--- config.mk ---
export PLATFORM = sky130hd
export DESIGN_NAME = serving_wb_loader
export DESIGN_NICKNAME = d
export VERILOG_FILES = /design/src/rtl/serving_wb_loader.sv
export SDC_FILE = /design/constraint.sdc
export NUM_CORES = 1
export LEC_CHECK = 0
export BUFFER_PORTS_ARGS = -buffer_cell sky130_fd_sc_hd__buf_2
export CORE_AREA = 2 2 94 96
export DETAILED_ROUTE_END_ITERATION = 12
export DIE_AREA = 0 0 96 98
export PLACE_DENSITY = 0.81
export SETUP_SLACK_MARGIN = 0.1
export SLEW_MARGIN = 10
export SYNTH_ARGS = -nofsm -noshare
export SYNTH_HDL_FRONTEND = slang
export SYNTH_SLANG_ARGS = --single-unit
--- constraint.sdc ---
create_clock -name i_clk -period 2.5 [get_ports i_clk]
set_input_delay 0.375 -clock i_clk [delete_from_list [all_inputs] [get_ports i_clk]]
set_output_delay 0.375 -clock i_clk [all_outputs]
set_load 0.1 [all_outputs]
--- src/rtl/serving_wb_loader.sv ---
// Wishbone initiator that bulk-loads RAM from a byte stream or dumps RAM to one.
// Load packs bytes little-endian into words; dump splits read words into bytes.
module serving_wb_loader #(
  parameter int depth = 256,
  parameter int aw    = $clog2(depth)
) (
  input  logic          i_clk,
  input  logic          i_rst,
  input  logic          i_start,
  input  logic          i_dir,
  input  logic [aw-3:0] i_base,
  input  logic [aw:0]   i_len,
  input  logic [7:0]    i_rx_data,
  input  logic          i_rx_valid,
  output logic          o_rx_ready,
  output logic [7:0]    o_tx_data,
  output logic          o_tx_valid,
  input  logic          i_tx_ready,
  output logic [aw-3:0] o_wb_adr,
  output logic [31:0]   o_wb_dat,
  output logic [3:0]    o_wb_sel,
  output logic          o_wb_we,
  output logic          o_wb_stb,
  input  logic [31:0]   i_wb_rdt,
  input  logic          i_wb_ack,
  output logic          o_busy,
  output logic          o_done
);

  typedef enum logic [2:0] {
    IDLE  = 3'd0,
    FILL  = 3'd1,
    WRITE = 3'd2,
    READ  = 3'd3,
    DRAIN = 3'd4,
    DONE  = 3'd5
  } state_t;

  localparam logic [aw:0]   len_one = (aw+1)'(1);
  localparam logic [aw-3:0] adr_one = (aw-2)'(1);

  state_t        state;
  state_t        next;
  logic [aw-3:0] adr;
  logic [aw:0]   remaining;
  logic [1:0]    lane;
  logic [31:0]   dat;
  logic [3:0]    sel;
  logic [31:0]   rdat;
  logic          last_byte;
  logic          word_end;

  assign last_byte = (remaining == len_one);
  assign word_end  = (lane == 2'd3) || last_byte;

  // State register
  always_ff @(posedge i_clk) begin
    if (i_rst) begin
      state <= IDLE;
    end else begin
      state <= next;
    end
  end

  // Next-state logic
  always_comb begin
    next = state;
    case (state)
      IDLE: begin
        if (i_start) begin
          if (i_len == '0)  next = DONE;
          else if (i_dir)   next = READ;
          else              next = FILL;
        end else begin
          next = IDLE;
        end
      end
      FILL: begin
        if (i_rx_valid && word_end) next = WRITE;
        else                        next = FILL;
      end
      WRITE: begin
        if (i_wb_ack) next = (remaining == '0) ? DONE : FILL;
        else          next = WRITE;
      end
      READ: begin
        if (i_wb_ack) next = DRAIN;
        else          next = READ;
      end
      DRAIN: begin
        if (i_tx_ready && word_end) next = last_byte ? DONE : READ;
        else                        next = DRAIN;
      end
      DONE:    next = IDLE;
      default: next = IDLE;
    endcase
  end

  // Address, byte counter, lane index and word buffers
  always_ff @(posedge i_clk) begin
    if (i_rst) begin
      adr       <= '0;
      remaining <= '0;
      lane      <= 2'd0;
      dat       <= 32'h0;
      sel       <= 4'h0;
      rdat      <= 32'h0;
    end else begin
      case (state)
        IDLE: begin
          if (i_start) begin
            adr       <= i_base;
            remaining <= i_len;
            lane      <= 2'd0;
            sel       <= 4'h0;
          end
        end
        FILL: begin
          if (i_rx_valid) begin
            dat[{lane, 3'b000} +: 8] <= i_rx_data;
            sel[lane]                <= 1'b1;
            remaining                <= remaining - len_one;
            lane                     <= lane + 2'd1;
          end
        end
        WRITE: begin
          if (i_wb_ack) begin
            adr  <= adr + adr_one;
            lane <= 2'd0;
            sel  <= 4'h0;
          end
        end
        READ: begin
          if (i_wb_ack) begin
            rdat <= i_wb_rdt;
            lane <= 2'd0;
          end
        end
        DRAIN: begin
          if (i_tx_ready) begin
            remaining <= remaining - len_one;
            lane      <= lane + 2'd1;
            // Address wraps naturally at the top of RAM
            if (word_end) adr <= adr + adr_one;
          end
        end
        default: begin
        end
      endcase
    end
  end

  // Output decode from registered state
  always_comb begin
    o_rx_ready = 1'b0;
    o_tx_valid = 1'b0;
    o_wb_stb   = 1'b0;
    o_wb_we    = 1'b0;
    o_wb_sel   = 4'h0;
    o_busy     = 1'b0;
    o_done     = 1'b0;
    case (state)
      FILL: begin
        o_rx_ready = 1'b1;
        o_busy     = 1'b1;
      end
      WRITE: begin
        o_wb_stb = 1'b1;
        o_wb_we  = 1'b1;
        o_wb_sel = sel;
        o_busy   = 1'b1;
      end
      READ: begin
        o_wb_stb = 1'b1;
        o_wb_sel = 4'hF;
        o_busy   = 1'b1;
      end
      DRAIN: begin
        o_tx_valid = 1'b1;
        o_busy     = 1'b1;
      end
      DONE:    o_done = 1'b1;
      default: o_busy = 1'b0;
    endcase
  end

  assign o_wb_adr  = adr;
  assign o_wb_dat  = dat;
  assign o_tx_data = rdat[{lane, 3'b000} +: 8];

endmodule
==> run metrics <==
vias in the first global route=a little over 4k; WS Path Type=reg2out; Mapped Area=4260 um2; ys flop type=dfxtp_1; Die Y=roughly 98 um; period utilization=between 90 and 100%; clock tree buffer depth=2; CTS clk-pin slew, worst paths=around 0.09 ns; Clock Skew=0.00921 ns; Least-Margin Pin Slew=roughly 0.66 ns; total die area=9410 um2; power per cell area=673 nW/um2; Hold Path Class=in2reg; Yosys top cell by area=dfxtp_1; CTS tree=built; Via Count=4,230; post-layout min period=between 2 and 2.5 ns; Synth top area share=41.4%; # IOs=118; Post-synth EDFFs=0; gpl congestion=0.875; DR vias/cell=~5.7; Iteration-0 DRC Markers=300; Die W=96 um; hpwl dp=between 8000 and 9000 um; DR WL/cell=15.2 um; VDD IR-drop max=around 370 uV; gr usage total=24.8%; drt pass-1 iters=5; GRT overflow=0; Area Growth Syn to Fin=25.0%; fin. max-slew vios=0; register bit count reported by yosys=between 80 and 90; number of max-cap violations=0; RSZ-0062 raised after global routing=false; Fill cells=722; Avg Synthesized Cell Area=roughly 8 um2; CP Max Fanout=9; most frequent cell after synthesis=nand2_1; Min Hold Slack=0.246 ns; count of port buffers added during placement=roughly 120; largest net degree at the start of global routing=41; synth unique cells=50; status=finished clean; Max H-tree Level=3; starting density of the core=just over 50%; WL final=11,200 um; post-route setup TNS=0 ns; total CTS buffers=9; final setup vio count=0; Setup Fix Bufs, Post-CTS=0; first-pass GRT wire length=about 19,000 um; fraction of layout cells with a size suffix above 1=27.5%; drt drc=0; Achievable Freq=435 MHz; CP startpoint kind=register; Worst slew margin=55.5%; worst path required time=2.12 ns; Mapped Nets=approximately 600; Mapped Cells=roughly 520; LEAKAGE=0.00207 uW; Core Util, Final=62.9%; remaining antenna violation count=0; top post-synthesis cells by area=dfxtp_1 (41%), nand2_1 (10%), a21oi_1 (8.2%); Seq/Total Area, Yosys=41.4%; Post-synth top cells=nand2_1 (114), dfxtp_1 (88), a21oi_1 (70), nand3_1 (39), clkbuf_1 (33); Final nets=701; critical path capture point type=output pin; CTS Sinks=88; diode count=0; CTS Root Cell=clkbuf_8; fraction of registers with async set/reset=0%; core area=8470 um2; row count=34; final hold violation count=0; initial antenna violation count=0; Clock Latency Late Sink=between 0.3 and 0.4 ns; crit path DAT=1.92 ns; Synth warnings=0
## flip-flops by register name, summed over array words and instances (netlist names)
name / count
lane: 2
rdat: 32
sel: 4
o_wb_dat: 32
o_wb_adr: 6
remaining: 9
state: 3
## area by class of cell
type	count	area [um2]	area share, %
Clock inverter	6	67.6	1.27
Sequential cell	88	1760	33.1
Multi-Input combinational cell	386	2350	44.2
Inverter	11	41.3	0.776
Timing Repair Buffer	131	838	15.7
Clock buffer	10	128	2.40
Tap cell	108	135	2.54
## cells in the final DEF, fill, tap and decap left out, types with 6 or more instances in the layout
cell and count:
nand2_1 114, buf_2 108, dfxtp_1 87, a21oi_1 70
nand3_1 39, nor2_1 17, buf_4 13, ha_1 12
inv_1 11, nor3_1 10, o32ai_1 10, buf_12 10
clkbuf_8 9, mux4_2 8, a211oi_1 8, a31oi_1 8
mux2i_1 7, o21ai_0 7, nor3b_1 6, nor4_1 6
## worst max-delay path: stages, from the launching register on
cell,delay [ns]
dfxtp_1,0.55
buf_12,0.20
mux4_2,0.51
buf_2,0.31
## where the power goes
group | switching, uW | total (uW) | leakage [uW] | internal (uW)
clock network | 526 | 993 | 0.0000929 | 466
registers | 80.1 | 1550 | 0.000713 | 1470
logic | 697 | 1050 | 0.00126 | 349
## timing repair
| action | in CTS | in global routing |
|---|---|---|
| hold buffers | 0 | 0 |
| setup endpoints to repair | 0 | 1 |
| resized for setup | 0 | 1 |
## final timing paths
kind	start	to	slack, ns	depth (start not counted)
worst min register to register	o_wb_dat[10]$_SDFFE_PP0P_	o_wb_dat[10]$_SDFFE_PP0P_	0.45	2
worst max register to register	remaining[1]$_SDFFE_PP0P_	remaining[6]$_SDFFE_PP0P_	0.52	6
worst min-delay path	i_wb_rdt[23]	rdat[23]$_SDFFE_PP0P_	0.25	3
worst max-delay path	lane[0]$_SDFFE_PP0P_	o_tx_data[1]	0.20	3
## stage by stage
stage	std cells	total power (uW)	instance area [um2]	worst slack, ns
final	740	3580	5320	0.204
after global routing	740	3740	5320	0.106
after CTS	740	3580	5320	0.191
after detailed placement	724	2610	5130	0.477
after global placement	724	2590	5130	0.531
after floorplan	522	2330	4300	0.0554
## kinds of logic after synthesis
family          count (synthesis)  synth area share (%)
flops                          88                  41.4
xor+xnor                        2                 0.411
buf+inv                        48                  4.38
compound gates                124                  18.4
simple gates                  232                  25.8
mux                            16                  6.14
fa+ha+maj                      12                  3.53
## layer usage
metal  part of all wire, %  GRT usage (%)
met5                     0              0
met4                   1.8           7.58
met3                   7.8           7.18
met2                    48           40.3
met1                    42           31.6
Note: power is estimated with default switching activity, not from simulation.
